<file path="src/rtl/afe_seq_pkg.sv">
// Shared encodings for the AFE frame sequencer.
// Mode codes, diagnostic result codes and controller state.
package afe_seq_pkg;

    localparam logic [1:0] MODE_IDLE = 2'b00;
    localparam logic [1:0] MODE_DIAG = 2'b01;
    localparam logic [1:0] MODE_STRM = 2'b10;
    localparam logic [1:0] MODE_RSVD = 2'b11;

    localparam logic [1:0] DIAG_PEND = 2'b00;
    localparam logic [1:0] DIAG_OK   = 2'b10;
    localparam logic [1:0] DIAG_ERR  = 2'b01;

    typedef enum logic [2:0] {
        ST_IDLE,
        ST_WAIT_DN,
        ST_CAP,
        ST_DIAG_RD,
        ST_DIAG_CHK,
        ST_DIAG_DONE
    } state_t;

    function automatic logic [1:0] diag_code(input logic nonzero);
        return nonzero ? DIAG_ERR : DIAG_OK;
    endfunction

endpackage

</file>
<file path="src/rtl/afe_frame_hold.sv">
// Downstream frame register with valid/ready handshake.
// A commit while the previous frame is still pending drops the new frame.
module afe_frame_hold
    import afe_seq_pkg::*;
#(
    parameter int FRAME_W = 132
) (
    input  logic               clk,
    input  logic               rst_n,
    input  logic               clr,
    input  logic               commit,
    input  logic [FRAME_W-1:0] frame_in,
    input  logic               ready,
    output logic [FRAME_W-1:0] frame,
    output logic               valid,
    output logic               overrun
);

    always_ff @(posedge clk or negedge rst_n) begin
        if (!rst_n) begin
            frame   <= '0;
            valid   <= 1'b0;
            overrun <= 1'b0;
        end else if (clr) begin
            frame   <= '0;
            valid   <= 1'b0;
            overrun <= 1'b0;
        end else if (commit) begin
            if (!valid || ready) begin
                frame <= frame_in;
                valid <= 1'b1;
            end else begin
                overrun <= 1'b1;
            end
        end else if (valid && ready) begin
            valid <= 1'b0;
        end
    end

endmodule

</file>
<file path="src/rtl/afe_frame_sequencer.sv">
// Walks the AFE result registers into a frame per conversion-done pulse,
// and runs the one-shot diagnostic register read.
module afe_frame_sequencer
    import afe_seq_pkg::*;
#(
    parameter int NUM_CH    = 6,
    parameter int DATA_W    = 22,
    parameter int ADDR_W    = 3,
    parameter int RD_LAT    = 1,
    parameter int DIAG_ADDR = 6,
    parameter int DIAG_W    = 14
) (
    input  logic                     clk,
    input  logic                     in_reset_n,
    input  logic [1:0]               in_mode,
    input  logic                     in_strm_dn,
    output logic [ADDR_W-1:0]        out_addr,
    input  logic [23:0]              in_strm_data,
    output logic [NUM_CH*DATA_W-1:0] out_frame,
    output logic                     out_frame_valid,
    input  logic                     in_frame_ready,
    output logic                     out_overrun,
    output logic                     out_busy,
    output logic [1:0]               out_diag_er,
    output logic [DIAG_W-1:0]        out_er_data
);

    localparam int FRAME_W = NUM_CH * DATA_W;
    localparam int CH_W    = (NUM_CH > 1) ? $clog2(NUM_CH) : 1;

    state_t               state;
    logic [CH_W-1:0]      ch;
    logic [2:0]           cnt;
    logic [FRAME_W-1:0]   shadow;
    logic                 commit_q;
    logic                 mode_idle;
    logic                 strm_st;
    logic                 diag_st;
    logic                 to_diag;
    logic                 to_strm;
    logic                 clr;
    logic                 unused_bits;

    // Upper read-RAM bits are intentionally dropped.
    assign unused_bits = ^in_strm_data;

    always_comb begin
        mode_idle = (in_mode == MODE_IDLE) || (in_mode == MODE_RSVD);
        strm_st   = (state == ST_WAIT_DN) || (state == ST_CAP);
        diag_st   = (state == ST_DIAG_RD) || (state == ST_DIAG_CHK)
                 || (state == ST_DIAG_DONE);
        to_diag   = strm_st && (in_mode == MODE_DIAG);
        to_strm   = diag_st && (in_mode == MODE_STRM);
        clr       = mode_idle || to_diag || to_strm;
    end

    always_ff @(posedge clk or negedge in_reset_n) begin
        if (!in_reset_n) begin
            state       <= ST_IDLE;
            ch          <= '0;
            cnt         <= '0;
            shadow      <= '0;
            commit_q    <= 1'b0;
            out_addr    <= '0;
            out_busy    <= 1'b0;
            out_diag_er <= DIAG_PEND;
            out_er_data <= '0;
        end else if (mode_idle) begin
            state       <= ST_IDLE;
            ch          <= '0;
            cnt         <= '0;
            shadow      <= '0;
            commit_q    <= 1'b0;
            out_addr    <= '0;
            out_busy    <= 1'b0;
            out_diag_er <= DIAG_PEND;
            out_er_data <= '0;
        end else if (to_diag) begin
            state       <= ST_DIAG_RD;
            ch          <= '0;
            cnt         <= 3'(RD_LAT);
            shadow      <= '0;
            commit_q    <= 1'b0;
            out_addr    <= ADDR_W'(DIAG_ADDR);
            out_busy    <= 1'b1;
            out_diag_er <= DIAG_PEND;
        end else if (to_strm) begin
            state       <= ST_WAIT_DN;
            ch          <= '0;
            cnt         <= '0;
            shadow      <= '0;
            commit_q    <= 1'b0;
            out_addr    <= '0;
            out_busy    <= 1'b0;
            out_diag_er <= DIAG_PEND;
        end else begin
            commit_q <= 1'b0;
            unique case (state)
                ST_IDLE: begin
                    if (in_mode == MODE_STRM) begin
                        state    <= ST_WAIT_DN;
                        out_addr <= '0;
                    end else begin
                        state    <= ST_DIAG_RD;
                        cnt      <= 3'(RD_LAT);
                        out_addr <= ADDR_W'(DIAG_ADDR);
                        out_busy <= 1'b1;
                    end
                end
                ST_WAIT_DN: begin
                    out_addr <= '0;
                    if (in_strm_dn) begin
                        state    <= ST_CAP;
                        ch       <= '0;
                        cnt      <= 3'(RD_LAT);
                        out_busy <= 1'b1;
                    end
                end
                ST_CAP: begin
                    if (cnt != 3'd0) begin
                        cnt <= cnt - 3'd1;
                    end else begin
                        shadow[int'(ch)*DATA_W +: DATA_W]
                            <= in_strm_data[DATA_W-1:0];
                        // Commit is registered so the hold stage
                        // sees the final slot already written.
                        if (int'(ch) == NUM_CH - 1) begin
                            state    <= ST_WAIT_DN;
                            ch       <= '0;
                            out_addr <= '0;
                            out_busy <= 1'b0;
                            commit_q <= 1'b1;
                        end else begin
                            ch       <= CH_W'(int'(ch) + 1);
                            out_addr <= ADDR_W'(int'(ch) + 1);
                            cnt      <= 3'(RD_LAT);
                        end
                    end
                end
                ST_DIAG_RD: begin
                    if (cnt != 3'd0) begin
                        cnt <= cnt - 3'd1;
                    end else begin
                        state       <= ST_DIAG_CHK;
                        out_er_data <= in_strm_data[DIAG_W-1:0];
                        out_addr    <= '0;
                        out_busy    <= 1'b0;
                    end
                end
                ST_DIAG_CHK: begin
                    state       <= ST_DIAG_DONE;
                    out_diag_er <= diag_code(out_er_data != '0);
                end
                ST_DIAG_DONE: begin
                    state <= ST_DIAG_DONE;
                end
                default: begin
                    state <= ST_IDLE;
                end
            endcase
        end
    end

    afe_frame_hold #(
        .FRAME_W (FRAME_W)
    ) u_hold (
        .clk      (clk),
        .rst_n    (in_reset_n),
        .clr      (clr),
        .commit   (commit_q),
        .frame_in (shadow),
        .ready    (in_frame_ready),
        .frame    (out_frame),
        .valid    (out_frame_valid),
        .overrun  (out_overrun)
    );

endmodule
</file>
<file path="config.mk">
export PLATFORM = sky130hd
export DESIGN_NAME = afe_frame_sequencer
export DESIGN_NICKNAME = d
export VERILOG_FILES = /design/src/rtl/afe_seq_pkg.sv /design/src/rtl/afe_frame_hold.sv /design/src/rtl/afe_frame_sequencer.sv
export SDC_FILE = /design/constraint.sdc
export NUM_CORES = 1
export LEC_CHECK = 0
export BUFFER_PORTS_ARGS = -buffer_cell sky130_fd_sc_hd__buf_2
export CAP_MARGIN = 30
export CORE_MARGIN = 1.5
export CORE_UTILIZATION = 40
export CTS_CLUSTER_DIAMETER = 80
export CTS_CLUSTER_SIZE = 8
export DETAILED_ROUTE_END_ITERATION = 7
export RECOVER_POWER = 25
export SYNTH_ARGS = -nofsm -noshare
export SYNTH_HDL_FRONTEND = slang
export SYNTH_SLANG_ARGS = --single-unit
</file>
<file path="constraint.sdc">
create_clock -name clk -period 4.39 [get_ports clk]
set_clock_uncertainty 0.05 [all_clocks]
set_input_delay 0.439 -clock clk [delete_from_list [all_inputs] [get_ports clk]]
set_output_delay 0.439 -clock clk [all_outputs]
set_load 0.1 [all_outputs]
</file>
# After elaboration in Yosys (flattened, before gate mapping)
# Index checks and enable logic that the tools add are counted.
[totals] input_bits=30 regBits=296 output_inout_bits=154
[op_classes] eq_ne=22 n_mux=72 shifts=2 reduce_logical=34 mul=1 addsub=3
[op_table] operator="$mux 132" n=8
[op_table] operator="$bwmux 132" n=1
[op_table] operator="$shift 22x33->132 const A" n=1
[op_table] operator="$shiftx 22x33->132" n=1
[op_table] operator="$mux 3" n=26
[op_table] operator="$mux 14" n=5
[op_table] operator="$neg 8->33" n=1
[op_table] operator="$pmux 3 s4" n=2
[op_table] operator="$mux 1" n=21
[op_table] operator="$ne 5x5->1 const B" n=4
[op_table] operator="$pmux 3 s5" n=1
[op_table] operator="$reduce_bool 14->1" n=1
[op_table] operator="$mux 2" n=6
[op_table] operator="$ne 5x4->1 const B" n=2
[op_table] operator="$eq 3x3->1 const B" n=3
[op_table] operator="$ne 2x2->1 const B" n=4
[op_table] operator="$reduce_and 2->1" n=4
[op_table] operator="$reduce_and 4->1" n=2
[op_table] operator="$reduce_bool 4->1" n=2
[op_table] operator="$logic_or 1x1->1" n=7
[op_table] operator="$mul 3x4->7 const B" n=1
[op_table] operator="$reduce_bool 7->1" n=1
[op_table] operator="$eq 3x2->1 const B" n=2
[op_table] operator="$ne 6x6->1 const B" n=1
[op_table] operator="20 further kinds" n=27

# Longest topological paths before layout
[depth] depth_word=9 ltp_mapped=15

# Cells and area by module
# A second synthesis with hierarchy kept.
[unflattened] cells_unflattened=1860 hier_area_um2=17605.6
[modules_own_cells] mod="afe_frame_sequencer" cells_each=1280 instances=1 area_per_inst_um2=10990.5
[modules_own_cells] mod="afe_frame_hold" cells_each=580 instances=1 area_per_inst_um2=6615.1

# Worst setup path after synthesis
# Ideal clock, no wire load.
[synth_path] path_kind="register to register" start="reg ch[0]" end="reg shadow[124]" setup_slack_ns=0.291 setup_ns=0.132 required_time_ns=4.208 stages_incl_launch_ff=16 period_less_slack_ns=4.099 arrival_time_ns=3.917 n_path_buf=4 cell_sequence="dfrtp_1 ha_1 inv_2 clkbuf_1 fa_1 and3b_1 clkbuf_1 o211a_1 ha_1 inv_1 nor3_1 clkbuf_1 buf_1 nand4_1 mux2i_1 nor2_1"
[synth_between] elab_chain_cells=9 word_cells_on_any_way=10 cone_classes="1 x add/sub; 1 x mul; 2 x shift; 6 x mux"
[synth_lines] element="start, declared" line="afe_frame_sequencer.sv:32" rtl="logic [CH_W-1:0] ch;"
[synth_lines] element="start signal, assigned" line="afe_frame_sequencer.sv:134" rtl="ch <= CH_W'(int'(ch) + 1);"
[synth_lines] element="$mul 3x4->7 (*)" line="afe_frame_sequencer.sv:123" rtl="shadow[int'(ch)*DATA_W +: DATA_W]"
[synth_lines] element="$neg 8->33 (*)" line="afe_frame_sequencer.sv:124" rtl="<= in_strm_data[DATA_W-1:0];"
[synth_lines] element="$shiftx 22x33->132 or $shift 22x33->132 (tied branches)" line="afe_frame_sequencer.sv:123"
[synth_lines] element="$bwmux 132 (*)" line="afe_frame_sequencer.sv:123"
[synth_lines] element="$mux 132 (*)" line="afe_frame_sequencer.sv:120" rtl="if (cnt != 3'd0) begin"
[synth_lines] element="$mux 132 (*)" line="afe_frame_sequencer.sv:98" rtl="unique case (state)"
[synth_lines] element="$mux 132 (*)" line="afe_frame_sequencer.sv:87" rtl="end else if (to_strm) begin"
[synth_lines] element="$mux 132 (*)" line="afe_frame_sequencer.sv:78" rtl="end else if (to_diag) begin"
[synth_lines] element="$mux 132 (*)" line="afe_frame_sequencer.sv:68" rtl="end else if (mode_idle) begin"
[synth_lines] element="end signal, assigned" line="afe_frame_sequencer.sv:72" rtl="shadow <= '0;"
[synth_lines] element="end signal, assigned" line="afe_frame_sequencer.sv:82" rtl="shadow <= '0;"
[synth_lines] element="end signal, assigned" line="afe_frame_sequencer.sv:91" rtl="shadow <= '0;"
[synth_lines] element="end, declared" line="afe_frame_sequencer.sv:34" rtl="logic [FRAME_W-1:0] shadow;"
# Every way passes the cells marked *; elsewhere a longest branch is shown, timed or not. The select of a mux whose other input is x is not followed.
# A chain may end at the register's enable or synchronous reset.

# Worst setup path after layout
[layout_path] start="reg ch[1]" end="reg shadow[20]"
# Same word-level chain as after synthesis.

==> impl_metrics.py <==
metrics = {
    "floorplanning": {
        "die_h_um": 208,
        "ioPinCount": 184,
        "rows": 74,
        "die_w_um": 208,
        "core_area_sq_mm": 0.0412,
        "fp.dieArea_sq_mm": 0.0433,
        "initial_core_util_pct": 40.8,
    },
    "synth": {
        "synth-seq-cells": 296,
        "synth_cell_types": 88,
        "synth_area_leaders": "dfrtp_1, nand2_1, a21oi_1",
        "yosys.area.top_type_share_pct": 44.0,
        "synth_ff_type": "dfrtp_1",
        "yosysWarnings": 0,
        "ys_seq_area_share_pct": 44.0,
        "synth_most_common_cell": "nand2_1",
        "async_flop_share_pct": 100,
        "syn_nets": 1940,
        "synth.cell_area_sq_mm": 0.0168,
        "avgSynthCellArea_sq_um": 8.87,
        "synth_edf_count": 0,
        "synth.largest_area_cell": "dfrtp_1",
        "syn_inst": 1896,
        "synthTopCellsByCount": "nand2_1, dfrtp_1, a21oi_1",
    },
    "grt": {
        "grt_pass1_vias": 15800,
        "grt_max_degree": 129,
        "grt_usage_pct": 30.7,
        "grt_pass1_wl_mm": 101,
        "grt_overflow": 0,
        "antenna_found_initial": 2,
    },
    "critical_path": {
        "slowest_delay_ns": 0.61,
        "reg2reg_from": "ch[1]",
        "endpoint_kind": "flip-flop",
        "cpMostUsedCell": "ha_1",
        "worstPathCellList": "ha_1, ha_1, inv_1, fa_2, or4b_4, nor2_2, xnor3_2, buf_4, o21ai_0, o211ai_1, mux2i_1",
        "rr_worst_depth": 11,
        "start_kind": "flip-flop",
        "crit_required_ns": 4.81,
        "cp_max_fo": 13,
        "crit_arrival_ns": 4.60,
        "path_class": "flip-flop to flip-flop",
        "cp_slowest_cell": "fa_2",
        "ff2ff_setup_slack_ns": 0.21,
        "r2r-end": "shadow[20]",
    },
    "power": {
        "p_sw_mw": 5.90,
        "pwr-share-comb_pct": 53.4,
        "p_int_mw": 6.53,
        "seqPwrFrac_pct": 23.2,
        "power_mw": 12.4,
        "p_leak_nw": 8.96,
        "clkPwrFrac_pct": 23.4,
        "irDropWorstVdd_mv": 0.422,
        "p_sw_share_pct": 47.5,
        "p_per_area_mw_per_mm2": 617,
    },
    "sta": {
        "hold_viol": 0,
        "finalSetupViolations": 0,
        "final.period_utilization_pct": 95.2,
        "relSlewSlack_pct": -94.4,
        "fin_setup_tns_ns": 0,
        "worst_pin_slew_ns": 2.92,
        "fmax_ghz": 0.239,
        "period_needed_ns": 4.18,
        "final_max_slew_viol_count": 113,
    },
    "job": {
        "maxCapViolations": 1,
    },
    "worst_hold_path": {
        "hold_depth": 2,
        "min-delay-start": "in_strm_data[4]",
        "hold_end": "out_er_data[4]",
        "hold_class": "input pin to flip-flop",
    },
    "clock_network": {
        "cts_buffers": 43,
        "clkLatencyLatePin_ns": 0.56,
        "cts_root_buf": "clkbuf_16",
        "numClockSinks": 296,
        "cts_tree": "done",
        "cts_max_path_buffers": 3,
        "h-tree-depth": 2,
        "path_clk_slew_ns": 0.05,
    },
    "detailed_routing": {
        "final_antenna_net_count": 0,
        "drt_iter0_drc": 1862,
        "viasPerCell": 6.18,
        "wl_mm": 66.8,
        "drc": 0,
        "wl_per_cell_um": 25.3,
        "num_vias": 16300,
        "firstDrtPassIters": 5,
    },
    "placed_design": {
        "gp_congestion": 0.993,
        "hpwlAfterDp_mm": 48.9,
        "place_inst": 2586,
        "io_buffers": 181,
    },
    "finish": {
        "final_util_pct": 48.9,
        "nNetsFinal": 2147,
        "layout-drive-gt1-share_pct": 21.3,
        "fin_cells": 2640,
        "area_delta_synth_final_pct": 19.9,
        "fillers": 3944,
    },
    "run_status": {
        "violations": "max-capacitance violations, max-slew violations",
        "outcome": "finished, violations left",
    },
}
per-stage QoR:
stage                     worst slack, ns  area [sq um]  hold slack, ns
final                               0.209         20200           0.147
after CTS                          0.0930         20100           0.122
after detailed placement            0.112         19000           0.423
after floorplan                     0.291         16800          0.0934
after global placement              0.158         19000           0.411
after global routing              -0.0206         20200           0.150
registers in the layout, indices dropped and copies added (netlist names):
name,flops
shadow,132
u_hold.frame,132
out_er_data,14
ch,3
cnt,3
out_addr,3
state,3
out_diag_er,2
commit_q,1
out_busy,1
u_hold.overrun,1
u_hold.valid,1
cell type report:
cell class / count / area [sq um] / area share, %
diodes: 1 / 2.50 / 0.0124
clock buffers: 46 / 1100 / 5.44
clock inverters: 3 / 36.3 / 0.180
inverters: 30 / 113 / 0.559
multi-input cells: 1414 / 8760 / 43.5
flip-flops and latches: 296 / 7410 / 36.7
well taps: 532 / 666 / 3.30
repair buffers: 318 / 2070 / 10.3
critical path: cells and delay by family (launching register included):
| kind | cells | cell delay (ns) |
|---|---|---|
| xor+xnor | 1 | 0.43 |
| fa+ha+maj | 3 | 1.13 |
| buf+inv | 2 | 0.34 |
| simple gates | 2 | 0.68 |
| mux | 1 | 0.21 |
| compound gates | 2 | 0.79 |
| flops | 1 | 0.44 |
how the worst max path moves through the flow:
stage | slack (ns) | start | end | cells after the start
3_3_place_gp | 0.16 | ch[1] | shadow[17] | 11
5_1_grt | -0.02 | ch[1] | shadow[17] | 14
4_1_cts | 0.09 | ch[1] | shadow[10] | 11
2_1_floorplan | 0.29 | ch[0] | shadow[124] | 15
6_report | 0.21 | ch[1] | shadow[20] | 11
3_5_place_dp | 0.11 | ch[1] | shadow[10] | 11
what timing repair did:
action,in CTS,in global routing
hold endpoints to repair,109,0
setup endpoints to repair,0,57
gates resized for setup,0,12
hold buffers,1,0
setup buffers,0,2
per-layer routing:
metal | track usage [%] | up-vias | share of wire, %
met5 | 0 | - | 0.024
met4 | 11.5 | 2 | 3.9
met3 | 5.92 | 148 | 7.8
met2 | 46.4 | 760 | 44
met1 | 43.7 | 8074 | 44
li1 | - | 7331 | -
cell usage in the layout, fill, tap and decap left out, types with 13 or more instances in the layout:
cell type / count
nand4_1: 34
nor2_1: 111
a21oi_1: 211
a22o_1: 17
mux4_2: 21
o21ai_0: 57
nand2_1: 348
inv_1: 28
o211ai_1: 21
a211oi_1: 23
mux2i_1: 79
o21ai_1: 13
buf_4: 123
nor4_1: 21
o31ai_1: 16
clkbuf_16: 43
nand3_1: 51
mux2_2: 17
nor3_1: 69
dfrtp_1: 295
a31oi_1: 18
buf_2: 180
o22ai_1: 25
power groups by stage:
stage	Sequential [mW]	Clock (mW)	Combinational, mW
after global routing	2.90	3.10	6.88
after detailed placement	2.93	0	6.27
final	2.88	2.91	6.64
after global placement	2.92	0	6.27
after floorplan	3.06	0	3.40
after CTS	2.88	2.98	6.29
logic make-up after synthesis:
logic type,after synthesis,share of synthesized area (%)
xor gates and xnor gates,9,0.722
and+or+nand+nor,749,20.9
muxes,117,8.65
buffers and inverters,186,4.53
DFF,296,44.0
AOI/OAI and AO/OA,525,20.0
adders and majority gates,14,1.09
(Power assumes the default switching activity.)
